==> config.mk <==
export PLATFORM = sky130hd
export DESIGN_NAME = inst_sequencer
export DESIGN_NICKNAME = d
export VERILOG_FILES = /design/src/rtl/inst_sequencer.sv
export SDC_FILE = /design/constraint.sdc
export NUM_CORES = 1
export LEC_CHECK = 0
export CAP_MARGIN = 20
export CORE_MARGIN = 2
export CORE_UTILIZATION = 40
export DETAILED_ROUTE_END_ITERATION = 8
export DONT_BUFFER_PORTS = 1
export HOLD_SLACK_MARGIN = 0.02
export REMOVE_ABC_BUFFERS = 1
export SYNTH_ARGS = -nofsm -noshare
export SYNTH_HDL_FRONTEND = slang
export SYNTH_SLANG_ARGS = --single-unit
==> constraint.sdc <==
create_clock -name clk -period 8.9 [get_ports clk]
set_input_delay 1.335 -clock clk [delete_from_list [all_inputs] [get_ports clk]]
set_output_delay 1.335 -clock clk [all_outputs]
set_load 0.05 [all_outputs]
==> src/rtl/inst_sequencer.sv <==
// Instruction issue controller: queues host instructions, decodes them and
// sequences ROWS row-beats of register-file, ALU and host-IO control per instruction.
module inst_sequencer #(
  parameter int ROWS       = 4,
  parameter int PIPE_LAT   = 2,
  parameter int FIFO_DEPTH = 4,
  localparam int RW = (ROWS > 1) ? $clog2(ROWS) : 1
) (
  input  logic          clk,
  input  logic          rst,
  input  logic          inst_valid,
  input  logic [31:0]   inst,
  output logic          inst_ready,
  output logic          busy,
  output logic          err,
  output logic [3:0]    rf_ra_addr,
  output logic [3:0]    rf_rb_addr,
  output logic [RW-1:0] rf_row,
  output logic          alu_valid,
  output logic [1:0]    alu_op,
  output logic          rf_we,
  output logic [3:0]    rf_wa,
  output logic [RW-1:0] rf_wrow,
  output logic          rf_wsel,
  output logic          io_wr_beat,
  output logic          io_rd_beat
);

  localparam int PW = (FIFO_DEPTH > 1) ? $clog2(FIFO_DEPTH) : 1;
  localparam int CW = $clog2(FIFO_DEPTH + 1);

  typedef struct packed {
    logic [7:0] op;
    logic [3:0] dst;
    logic [3:0] src1;
    logic [3:0] src2;
  } entry_t;

  typedef enum logic [1:0] {KIND_ILL, KIND_IOW, KIND_IOR, KIND_ALU} kind_t;
  typedef enum logic [1:0] {IDLE, BEAT, STALL} state_t;

  function automatic kind_t decode(input entry_t e);
    if (e.op == 8'h00 && e.dst != 4'd0 && e.src1 == 4'd0)
      return KIND_IOW;
    if (e.op == 8'h00 && e.dst == 4'd0 && e.src1 != 4'd0)
      return KIND_IOR;
    if ((e.op == 8'h01 || e.op == 8'h02) && e.dst != 4'd0 && e.src1 != 4'd0 && e.src2 != 4'd0)
      return KIND_ALU;
    return KIND_ILL;
  endfunction

  function automatic logic [PW-1:0] ptr_inc(input logic [PW-1:0] p);
    return (p == PW'(FIFO_DEPTH - 1)) ? '0 : p + PW'(1);
  endfunction

  entry_t              mem [FIFO_DEPTH];
  logic [PW-1:0]       wr_ptr, rd_ptr;
  logic [CW-1:0]       count;
  state_t              state;
  logic [RW-1:0]       b;
  logic [PIPE_LAT-1:0] wb_vld_p;
  logic [3:0]          wb_dst_p [PIPE_LAT];
  logic [RW-1:0]       wb_row_p [PIPE_LAT];

  entry_t head;
  kind_t  kind;
  logic   has_head, hazard, beat_act, last_beat, push, pop;
  logic   unused_inst;

  assign unused_inst = ^inst[11:0];
  assign head        = mem[rd_ptr];
  assign kind        = decode(head);
  assign has_head    = (count != '0);
  assign inst_ready  = !rst && (count != CW'(FIFO_DEPTH));
  assign push        = inst_valid && inst_ready;
  assign last_beat   = (b == RW'(ROWS - 1));
  assign busy        = has_head || (|wb_vld_p);

  // Pending write-backs are compared against the head before its first beat.
  always_comb begin
    hazard = 1'b0;
    for (int i = 0; i < PIPE_LAT; i++) begin
      if (wb_vld_p[i]) begin
        if (kind == KIND_IOW)
          hazard = 1'b1;
        if ((kind == KIND_IOR || kind == KIND_ALU) &&
            (wb_dst_p[i] == head.src1 || wb_dst_p[i] == head.src2))
          hazard = 1'b1;
        if (kind == KIND_ALU && wb_dst_p[i] == head.dst)
          hazard = 1'b1;
      end
    end
  end

  assign beat_act = has_head && (kind != KIND_ILL) && (state == BEAT || !hazard);
  assign pop      = has_head && ((kind == KIND_ILL) || (beat_act && last_beat));

  always_ff @(posedge clk or posedge rst) begin
    if (rst) begin
      wr_ptr   <= '0;
      rd_ptr   <= '0;
      count    <= '0;
      state    <= IDLE;
      b        <= '0;
      err      <= 1'b0;
      wb_vld_p <= '0;
    end else begin
      if (push)
        wr_ptr <= ptr_inc(wr_ptr);
      if (pop)
        rd_ptr <= ptr_inc(rd_ptr);
      if (push && !pop)
        count <= count + CW'(1);
      else if (!push && pop)
        count <= count - CW'(1);
      if (has_head && kind == KIND_ILL)
        err <= 1'b1;
      if (beat_act) begin
        if (last_beat) begin
          state <= IDLE;
          b     <= '0;
        end else begin
          state <= BEAT;
          b     <= b + RW'(1);
        end
      end else if (has_head && kind != KIND_ILL) begin
        state <= STALL;
      end else begin
        state <= IDLE;
      end
      for (int i = PIPE_LAT - 1; i > 0; i--)
        wb_vld_p[i] <= wb_vld_p[i-1];
      wb_vld_p[0] <= beat_act && (kind == KIND_ALU);
    end
  end

  // Write-back stages: read beat enters stage 0, leaves stage PIPE_LAT-1 as a write.
  always_ff @(posedge clk) begin
    if (push)
      mem[wr_ptr] <= entry_t'(inst[31:12]);
    for (int i = PIPE_LAT - 1; i > 0; i--) begin
      wb_dst_p[i] <= wb_dst_p[i-1];
      wb_row_p[i] <= wb_row_p[i-1];
    end
    wb_dst_p[0] <= head.dst;
    wb_row_p[0] <= b;
  end

  always_comb begin
    rf_ra_addr = '0;
    rf_rb_addr = '0;
    rf_row     = '0;
    alu_valid  = 1'b0;
    alu_op     = '0;
    rf_we      = 1'b0;
    rf_wa      = '0;
    rf_wrow    = '0;
    rf_wsel    = 1'b0;
    io_wr_beat = 1'b0;
    io_rd_beat = 1'b0;
    if (beat_act) begin
      case (kind)
        KIND_IOW: begin
          rf_we      = 1'b1;
          rf_wa      = head.dst;
          rf_wrow    = b;
          rf_wsel    = 1'b1;
          io_wr_beat = 1'b1;
        end
        KIND_IOR: begin
          rf_ra_addr = head.src1;
          rf_row     = b;
          io_rd_beat = 1'b1;
        end
        KIND_ALU: begin
          rf_ra_addr = head.src1;
          rf_rb_addr = head.src2;
          rf_row     = b;
          alu_valid  = 1'b1;
          alu_op     = head.op[1:0];
        end
        default: ;
      endcase
    end
    if (wb_vld_p[PIPE_LAT-1]) begin
      rf_we   = 1'b1;
      rf_wa   = wb_dst_p[PIPE_LAT-1];
      rf_wrow = wb_row_p[PIPE_LAT-1];
      rf_wsel = 1'b0;
    end
  end

endmodule

Yosys cells after proc, flatten, opt, wreduce, memory -nomap -nowiden

Memory sizes are Yosys's and may differ from the RTL's.
Index checks and enable logic that the tools add are counted.

Memories: 3
Register bits after elaboration: 14
Memory bits (writable): 92

Memories:

| memory   | depth | bits a word | rd ports | clocked after Yosys merged registers in | wr ports | RTL line | source |
|---|---|---|---|---|---|---|---|
| mem      | 4     | 20          | 1        | 0                                       | 1        | 56       | `entry_t mem [FIFO_DEPTH];` |
| wb_dst_p | 2     | 4           | 2        | 0                                       | 2        | 62       | `logic [3:0] wb_dst_p [PIPE_LAT];` |
| wb_row_p | 2     | 2           | 2        | 0                                       | 2        | 63       | `logic [RW-1:0] wb_row_p [PIPE_LAT];` |

$add $sub $neg: 5
Muxes and demuxes: 51
Reductions and logical operators: 44
Equal/unequal tests: 16

Operators with widths:

| cell                | number |
|---|---|
| $mux 2              | 18 |
| $mux 4              | 7 |
| $eq 4x4->1          | 6 |
| $mux 1              | 24 |
| $logic_and 1x1->1   | 21 |
| $reduce_bool 4->1   | 3 |
| $eq 2x2->1 const B  | 5 |
| $eq 8x1->1 const B  | 1 |
| $eq 8x2->1 const B  | 1 |
| $logic_not 4->1     | 2 |
| $logic_not 8->1     | 1 |
| $logic_or 1x1->1    | 7 |
| $add 2x1->2 const B | 3 |
| $mux 3              | 2 |
| $eq 2x1->1 const B  | 2 |
| $logic_not 1->1     | 4 |
| $reduce_bool 2->1   | 2 |
| $reduce_or 2->1     | 2 |
| $add 3x1->3 const B | 1 |
| $ne 3x3->1 const B  | 1 |
| $reduce_bool 3->1   | 1 |
| $sub 3x1->3 const B | 1 |
| $logic_not 2->1     | 1 |

Longest topological paths before layout

Gate-level depths: netlist (run 1).
An unclocked memory read counts as a cell.

Word-level depth: 31
Gate-level depth with buffers: 16
Gate-level depth less buffers: 14

Worst setup path before layout (run 1)

OpenSTA, ideal clock, no wires.

Path type: flip-flop to output port
Start point: reg rd_ptr[0]
End point: out rf_wa[3]
Stages on the path, launching flop included: 9
Path buffers: 1
Arrival: 3.760 ns
Setup slack: 3.805 ns
Cell sequence: dfrtp_1 -> buf_6 -> mux4_2 -> or4_4 -> nor3_4 -> and2b_4 -> nand2b_4 -> or2_4 -> o21ai_0

Longest elaborated chain between the ends: 27
Elaborated cells between the ends (all ways): 60
Classes of those cells: 11 x eq/ne; 22 x mux; 26 x reduce/logical; 1 x memory

Ends and longest elaborated chain:

| element                                  | RTL line | source |
|---|---|---|
| start, declared                          | 57       | `logic [PW-1:0] wr_ptr, rd_ptr;` |
| start signal, assigned                   | 111      | `rd_ptr <= ptr_inc(rd_ptr);` |
| $mem_v2 4x20 *                           | --       |  |
| $eq 8x1->1 or $eq 8x2->1 (tied branches) | 47       | `if ((e.op == 8'h01 \|\| e.op == 8'h02) && e.dst != 4'd0 && e.src1 != 4'd0 && e.src2 != 4'd0)` |
| $logic_or 1x1->1                         | 47       |  |
| $logic_and 1x1->1 (3 in series)          | 47       |  |
| $mux 1 (2 in series)                     | 47       |  |
| $mux 1                                   | 45       | `if (e.op == 8'h00 && e.dst == 4'd0 && e.src1 != 4'd0)` |
| $mux 2                                   | 49       | `return KIND_ILL;` |
| $mux 2                                   | 47       |  |
| [8 not listed]                           | --       |  |
| $mux 1                                   | 86       | `if ((kind == KIND_IOR \|\| kind == KIND_ALU) &&` |
| $mux 1                                   | 89       | `if (kind == KIND_ALU && wb_dst_p[i] == head.dst)` |
| $mux 1                                   | 83       | `if (wb_vld_p[i]) begin` |
| $logic_not 1->1                          | 95       | `assign beat_act = has_head && (kind != KIND_ILL) && (state == BEAT \|\| !hazard);` |
| $logic_or 1x1->1                         | 95       |  |
| $logic_and 1x1->1                        | 95       |  |
| $mux 4 *                                 | 161      | `if (beat_act) begin` |
| $mux 4 *                                 | 185      | `if (wb_vld_p[PIPE_LAT-1]) begin` |
| end, declared                            | 22       | `output logic [3:0] rf_wa,` |

Mark *: on every way between the ends. The rest lies on a longest branch, timed or not. The select of a mux whose other input is x is not followed.

==> metrics.csv, run 1 <==
stage;metric;value;unit
outcome;run status;finished clean;
place;gpl congestion;0.711;
finish;ant diodes;0;
routing;Max Used Layer;met4;
logic_synthesis;Primary FF master, synth;edfxtp_1;
finish;NumNets Final;328;
sta;setup violators final;0;
logic_synthesis;synthesized flop and latch total;106;
critical_path;Setup crit end kind;output pin;
clock_network;root buffer cell;clkbuf_8;
floorplan;Ports;61;
power_and_ir_drop;PwrDens;327;nW/um^2
sta;Tcrit/Tclk final;63.0;%
clock_network;Setup Buffers After CTS;0;
hold_path;min-delay src;wb_row_p[0][1];
sta;RSZ-0062 raised after global routing;no;
finish;fill count;974;
clock_network;H-tree levels;3;
critical_path;kind of critical path;reg2out;
sta;Period minus WS final;5.61;ns
power_and_ir_drop;worst vdd ir;0.000196;V
critical_path;worst r2r dst;count[2];
floorplan;die area;12000;um^2
finish;P&R area growth vs syn;8.01;%
place;Port Buf Inserts;0;
logic_synthesis;Syn Inst Count;277;
logic_synthesis;average size of a mapped cell;16.1;um^2
critical_path;RR Startpoint;rd_ptr[1];
routing;Avg WL per Cell;18.3;um
hold_path;Hold Path Depth;0;
clock_network;Clock Path Buffers;2;
finish;fin util;44.4;%
power_and_ir_drop;cell leakage power;1.60;nW
clock_network;Num CTS Buffers;9;
finish;area of the multi-input gates;1400;um^2
routing;DR WL met3;550;um
clock_network;Reg clk slew, reported paths;0.09;ns
logic_synthesis;Post-synth EDFFs;80;
logic_synthesis;ys async rst share;13.2;%
clock_network;Resized Gates After CTS;0;
finish;commonest non-fill, non-tap cell in the layout;edfxtp_1;
routing;DR vias/cell;5.26;
place;DP HPWL;5.39;mm
critical_path;Worst path slowest cell;o21ai_1;
floorplan;Initial Util;41.1;%
routing;vias;2262;
routing;DR DRC count;0;
sta;final hold vios;0;
critical_path;R2R depth;13;
global_route;vias in the first global route;2321;
clock_network;CTS tree;done;
logic_synthesis;Syn. warnings;0;
sta;Rel. slew slack;32.0;%
critical_path;CP Launch Type;flip-flop;
global_route;GRT overflow;0;
floorplan;die width;109;um
floorplan;core area;10800;um^2
logic_synthesis;sequential fraction of the synthesis area;67.2;%
logic_synthesis;Synth cell types;51;
sta;Clock Skew;0.0102;ns
routing;met2 routed WL;3.65;mm
finish;share of cells above drive strength 1;17.6;%
routing;1st-iter DRT viols;117;
routing;wire length on met1;3.50;mm
power_and_ir_drop;Power Total;1.57;mW
clock_network;worst skew pair latency;0.37;ns
critical_path;critical path peak fanout;21;
critical_path;CP startpoint;rd_ptr[0];
floorplan;die height;109;um
sta;Worst Tran Pin Value;1.02;ns
job;MaxCap Viol Count;0;
clock_network;hold_buf cts;0;
critical_path;delay of the slowest critical-path stage;0.78;ns
critical_path;ordered cell list for the critical path;buf_4 -> mux4_1 -> or4_4 -> nor3_4 -> a31oi_1 -> o31ai_2 -> a21oi_2 -> or2_4 -> o21ai_1;
sta;Fmax;178;MHz
global_route;largest net degree at the start of global routing;22;
sta;Final TNS setup;0;ns
routing;Total Routed Length;7.86;mm
logic_synthesis;Mapped Area;4450;um^2
critical_path;flop2flop setup slack;4.76;ns
global_route;Total GRT Usage;14.2;%
global_route;initial antenna violation count;0;
routing;Final ANT Viol Nets;0;
critical_path;required time of the critical path;7.57;ns
sta;final slew viol count;0;
floorplan;Rows;38;
finish;FF+latch area;2990;um^2
finish;commonest cells after routing, fill and taps aside;edfxtp_1, xnor2_1, dfrtp_1, mux4_2, nand2_1;
hold_path;worst hold path class;reg2reg;
global_route;first-pass GRT wire length;12.3;mm
hold_path;WHS Endpoint;wb_row_p[0][3];
critical_path;Worst Path Arrival;4.28;ns
clock_network;CTS sink count;106;
routing;Pre-antenna DRT Iters;5;
[cell type report]
type                       instances  share of cell area, %
sequential                       106                   62.2
tap                              140                   3.64
clock buffer                       9                   2.58
clock inverter                     7                   1.54
inverter                           6                  0.468
multi-input combinational        159                   29.1
timing repair buffer               3                  0.468
[metrics by stage]
stage / area, um^2 / hold slack [ns] / setup slack, ns / std cells
2_1_floorplan: 4410 / 0.310 / 3.23 / 271
3_3_place_gp: 4610 / 0.313 / 3.66 / 414
3_5_place_dp: 4610 / 0.315 / 3.65 / 414
4_1_cts: 4810 / 0.337 / 3.22 / 430
5_1_grt: 4810 / 0.343 / 3.08 / 430
6_report: 4810 / 0.335 / 3.29 / 430
[sequential cells by signal, indices dropped and copies added, names as in the netlist]
| name | count |
|---|---|
| mem | 80 |
| wb_dst_p | 8 |
| wb_row_p | 4 |
| count | 3 |
| b | 2 |
| rd_ptr | 2 |
| state | 2 |
| wb_vld_p | 2 |
| wr_ptr | 2 |
| err | 1 |
[worst max path at each step]
| stage | slack [ns] | to |
|---|---|---|
| 2_1_floorplan | 3.23 | rf_wa[3] |
| 3_3_place_gp | 3.66 | rf_wa[3] |
| 3_5_place_dp | 3.65 | rf_wa[3] |
| 4_1_cts | 3.22 | rf_wa[3] |
| 5_1_grt | 3.08 | rf_wa[3] |
| 6_report | 3.29 | rf_wa[3] |
[cells by family after synthesis]
family / synth area share (%)
xor+xnor: 5.31
flops: 67.2
buf+inv: 1.38
simple gates: 10.8
mux: 8.60
fa+ha+maj: 2.42
compound gates: 4.27
[per-layer routing]
| layer | global-route usage [%] | up-vias |
|---|---|---|
| met5 | 0 | - |
| met4 | 5.06 | 0 |
| met3 | 5.22 | 12 |
| met2 | 22.7 | 55 |
| met1 | 17.7 | 1123 |
| li1 | - | 1072 |
[report_power, final]
group	total [mW]	internal (mW)	leakage [nW]	switching [mW]
sequential	0.706	0.626	0.998	0.0801
clock	0.295	0.132	0.0972	0.163
combinational	0.569	0.241	0.502	0.328
total	1.57	1.00	1.60	0.571
[synth_stat cells (all sizes together), types with 5 or more instances]
| cell type | number | share of area [%] |
|---|---|---|
| edfxtp | 80 | 54 |
| nor2 | 12 | 1.0 |
| ha | 7 | 2.0 |
| dfxtp | 12 | 5.4 |
| a21oi | 5 | 0.65 |
| nand2 | 13 | 1.1 |
| nor3 | 8 | 1.6 |
| xor2 | 6 | 1.2 |
| nor4 | 5 | 0.70 |
| xnor2 | 21 | 4.1 |
| nand3 | 8 | 0.90 |
| o21ai | 9 | 1.5 |
| inv | 5 | 0.42 |
| dfrtp | 14 | 7.9 |
| nand4 | 6 | 0.84 |
| mux4 | 14 | 7.2 |
| and2 | 13 | 1.8 |
| mux2 | 5 | 1.4 |
[worst max-delay path, delay by kind of cell (launching register included)]
kind,cells,cell delay (ns)
DFF,1,0.33
muxes,1,0.74
buffers and inverters,1,0.33
AOI/OAI and AO/OA,4,1.34
and+or+nand+nor,3,1.16
Note: power is estimated with default switching activity, not from simulation.
==> run 2, diff against run 1 <==
==> constraint.sdc (replaced) <==
create_clock -name clk -period 5.6 [get_ports clk]
set_input_delay 0.84 -clock clk [delete_from_list [all_inputs] [get_ports clk]]
set_output_delay 0.84 -clock clk [all_outputs]
set_load 0.05 [all_outputs]
==> run 2 against run 1 <==
Die area unchanged. Utilization up 1.3 points. Cell count up 2.6%. Critical path type unchanged. Sequential power up 61%. Global-route usage up 0.44 points. Critical path depth unchanged. Highest routed layer unchanged. Register-to-register slack worse by 3.4 ns. Total power up 58%. Non-clock buffer count up 11.
==> metrics.csv, run 2 (same netlist as run 1, synthesis figures left out) <==
stage;metric;value;unit;change
sta;final slew viol count;0;;unchanged
floorplan;Initial Util;41.1;%;unchanged
finish;final non-filler cell total;441;;+2.6%
global_route;GRT overflow;0;;unchanged
clock_network;Num CTS Buffers;9;;unchanged
hold_path;Hold Path Depth;0;;unchanged
power_and_ir_drop;PwrDens;502;nW/um^2;+54%
outcome;run status;finished clean;;
floorplan;Ports;61;;unchanged
floorplan;core area;10800;um^2;unchanged
critical_path;R2R depth;14;;+1
critical_path;flop2flop setup slack;1.38;ns;-3.38 ns
global_route;vias in the first global route;2398;;+3.3%
clock_network;Resized Gates After CTS;0;;unchanged
place;DP Worst Slack;0.903;ns;-2.74 ns
power_and_ir_drop;switch share;37.0;%;+0.66 points
sta;Tcrit/Tclk final;89.5;%;
finish;fin util;45.6;%;+1.3 points
power_and_ir_drop;cell leakage power;1.66;nW;+4.1%
power_and_ir_drop;Gate power share;36.7;%;+0.5 points
routing;Final ANT Viol Nets;0;;unchanged
finish;ant diodes;0;;unchanged
power_and_ir_drop;Int Pwr;1.56;mW;+56%
power_and_ir_drop;Power Total;2.48;mW;+58%
sta;setup violators final;0;;unchanged
global_route;first-pass GRT wire length;12.7;mm;+3.1%
floorplan;die height;109;um;unchanged
critical_path;required time of the critical path;4.76;ns;-2.81 ns
clock_network;Clock Path Buffers;2;;unchanged
finish;Top reg by flops;mem;;
place;DP HPWL;5.51;mm;+2.2%
hold_path;WHS Endpoint;wb_row_p[0][2];;
critical_path;RR Startpoint;rd_ptr[0];;
power_and_ir_drop;NetSw;918;uW;+61%
routing;Pre-antenna DRT Iters;4;;-1
clock_network;worst skew pair latency;0.37;ns;about the same
critical_path;critical path peak fanout;9;;-57%
sta;Fmax;199;MHz;
job;MaxCap Viol Count;0;;unchanged
finish;biggest regs;mem: 80 flops, wb_dst_p: 8 flops, wb_row_p: 4 flops;;
finish;NumNets Final;339;;+3.4%
routing;Total Routed Length;7.98;mm;+1.6%
critical_path;worst r2r dst;count[2];;
place;placed cells;425;;+2.7%
clock_network;hold_buf cts;0;;unchanged
routing;DR vias/cell;5.22;;-0.73%
floorplan;die width;109;um;unchanged
critical_path;kind of critical path;reg2out;;
sta;RSZ-0062 raised after global routing;no;;
sta;Period minus WS final;5.01;ns;
finish;max reg flops;80;;unchanged
finish;P&R area growth vs syn;11.1;%;
global_route;initial antenna violation count;0;;unchanged
routing;Avg WL per Cell;18.1;um;-0.98%
critical_path;CP Launch Type;flip-flop;;
sta;final hold vios;0;;unchanged
global_route;Total GRT Usage;14.6;%;+0.44 points
clock_network;CTS sink count;106;;unchanged
global_route;largest net degree at the start of global routing;21;;-4.5%
routing;1st-iter DRT viols;87;;-26%
clock_network;H-tree levels;3;;unchanged
place;Port Buf Inserts;0;;unchanged
sta;Rel. slew slack;30.3;%;-1.7 points
routing;vias;2303;;+1.8%
clock_network;Setup Buffers After CTS;0;;unchanged
sta;Worst Tran Pin Value;1.05;ns;+0.0252 ns
power_and_ir_drop;Clk network pwr share;17.5;%;-1.3 points
power_and_ir_drop;worst vdd ir;0.000237;V;+21%
clock_network;root buffer cell;clkbuf_8;;
hold_path;min-delay src;wb_row_p[0][0];;
critical_path;Worst Path Arrival;4.17;ns;-0.11 ns
sta;final setup margin;0.586;ns;-2.70 ns
sta;Final TNS setup;0;ns;unchanged
place;gpl congestion;0.721;;+1.4%
finish;commonest cells after routing, fill and taps aside;edfxtp_1, xnor2_1, dfrtp_1, mux4_2, nand2_1;;
power_and_ir_drop;Sequential Power Share;45.8;%;+0.8 points
finish;commonest non-fill, non-tap cell in the layout;edfxtp_1;;
routing;DR DRC count;0;;unchanged
floorplan;Rows;38;;unchanged
finish;share of cells above drive strength 1;20.6;%;+3.0 points
critical_path;Setup crit end kind;output pin;;
clock_network;CTS tree;done;;
clock_network;Reg clk slew, reported paths;0.10;ns;about the same
sta;Clock Skew;0.0103;ns;+0.000138 ns
hold_path;worst hold path class;reg2reg;;
floorplan;die area;12000;um^2;unchanged
## run 2: cell count changes in the layout (fill, tap and decap cells not counted), sizes merged
cell,delta
buf,+11
clkbuf,+1
bufinv,-1
## run 2: stage by stage
stage | cell area, um^2 | hold slack [ns]
global route | 4940 | 0.349
detailed placement | 4770 | 0.317
global placement | 4770 | 0.315
finish | 4940 | 0.339
CTS | 4940 | 0.345
floorplan | 4410 | 0.310
## run 2: worst max-delay path, cell delays in order (launching register included)
cell and delay, ns:
dfrtp_1 0.59, buf_4 0.26, mux4_2 0.63, or4_4 0.59, nor3_4 0.18, a31oi_1 0.12, o31ai_2 0.30, a21oi_2 0.13
nor3_1 0.47, and2_1 0.52
## run 2: power by group through the flow
stage / clock network (mW) / registers (mW) / logic, mW
2_1_floorplan: 0 / 1.13 / 0.726
3_3_place_gp: 0 / 1.15 / 0.910
3_5_place_dp: 0 / 1.16 / 0.926
4_1_cts: 0.449 / 1.14 / 0.929
5_1_grt: 0.479 / 1.16 / 1.00
6_report: 0.434 / 1.14 / 0.911
## run 2: worst max path at each step
stage	slack [ns]	end	from	cells after the start
final	0.59	rf_ra_addr[1]	rd_ptr[0]	9
after global routing	0.27	rf_ra_addr[2]	rd_ptr[0]	9
after CTS	0.49	rf_ra_addr[1]	rd_ptr[0]	9
after detailed placement	0.90	rf_ra_addr[1]	rd_ptr[0]	9
after global placement	0.95	rf_ra_addr[0]	rd_ptr[0]	9
after floorplan	0.43	rf_wa[3]	rd_ptr[0]	8
## run 2: final cells by class
cell class	count	area (um^2)
Clock buffer	10	128
Clock inverter	6	48.8
Fill cell	950	5900
Inverter	6	22.5
Multi-Input combinational cell	159	1400
Sequential cell	106	2990
Tap cell	140	175
Timing Repair Buffer	14	180
## run 2: layer usage
layer / track usage (%) / vias up / wire length (um)
met5: 0 / - / 0
met4: 4.34 / 0 / 93
met3: 6.16 / 9 / 549
met1: 17.3 / 1148 / 3480
met2: 24.3 / 53 / 3850
li1: - / 1093 / -
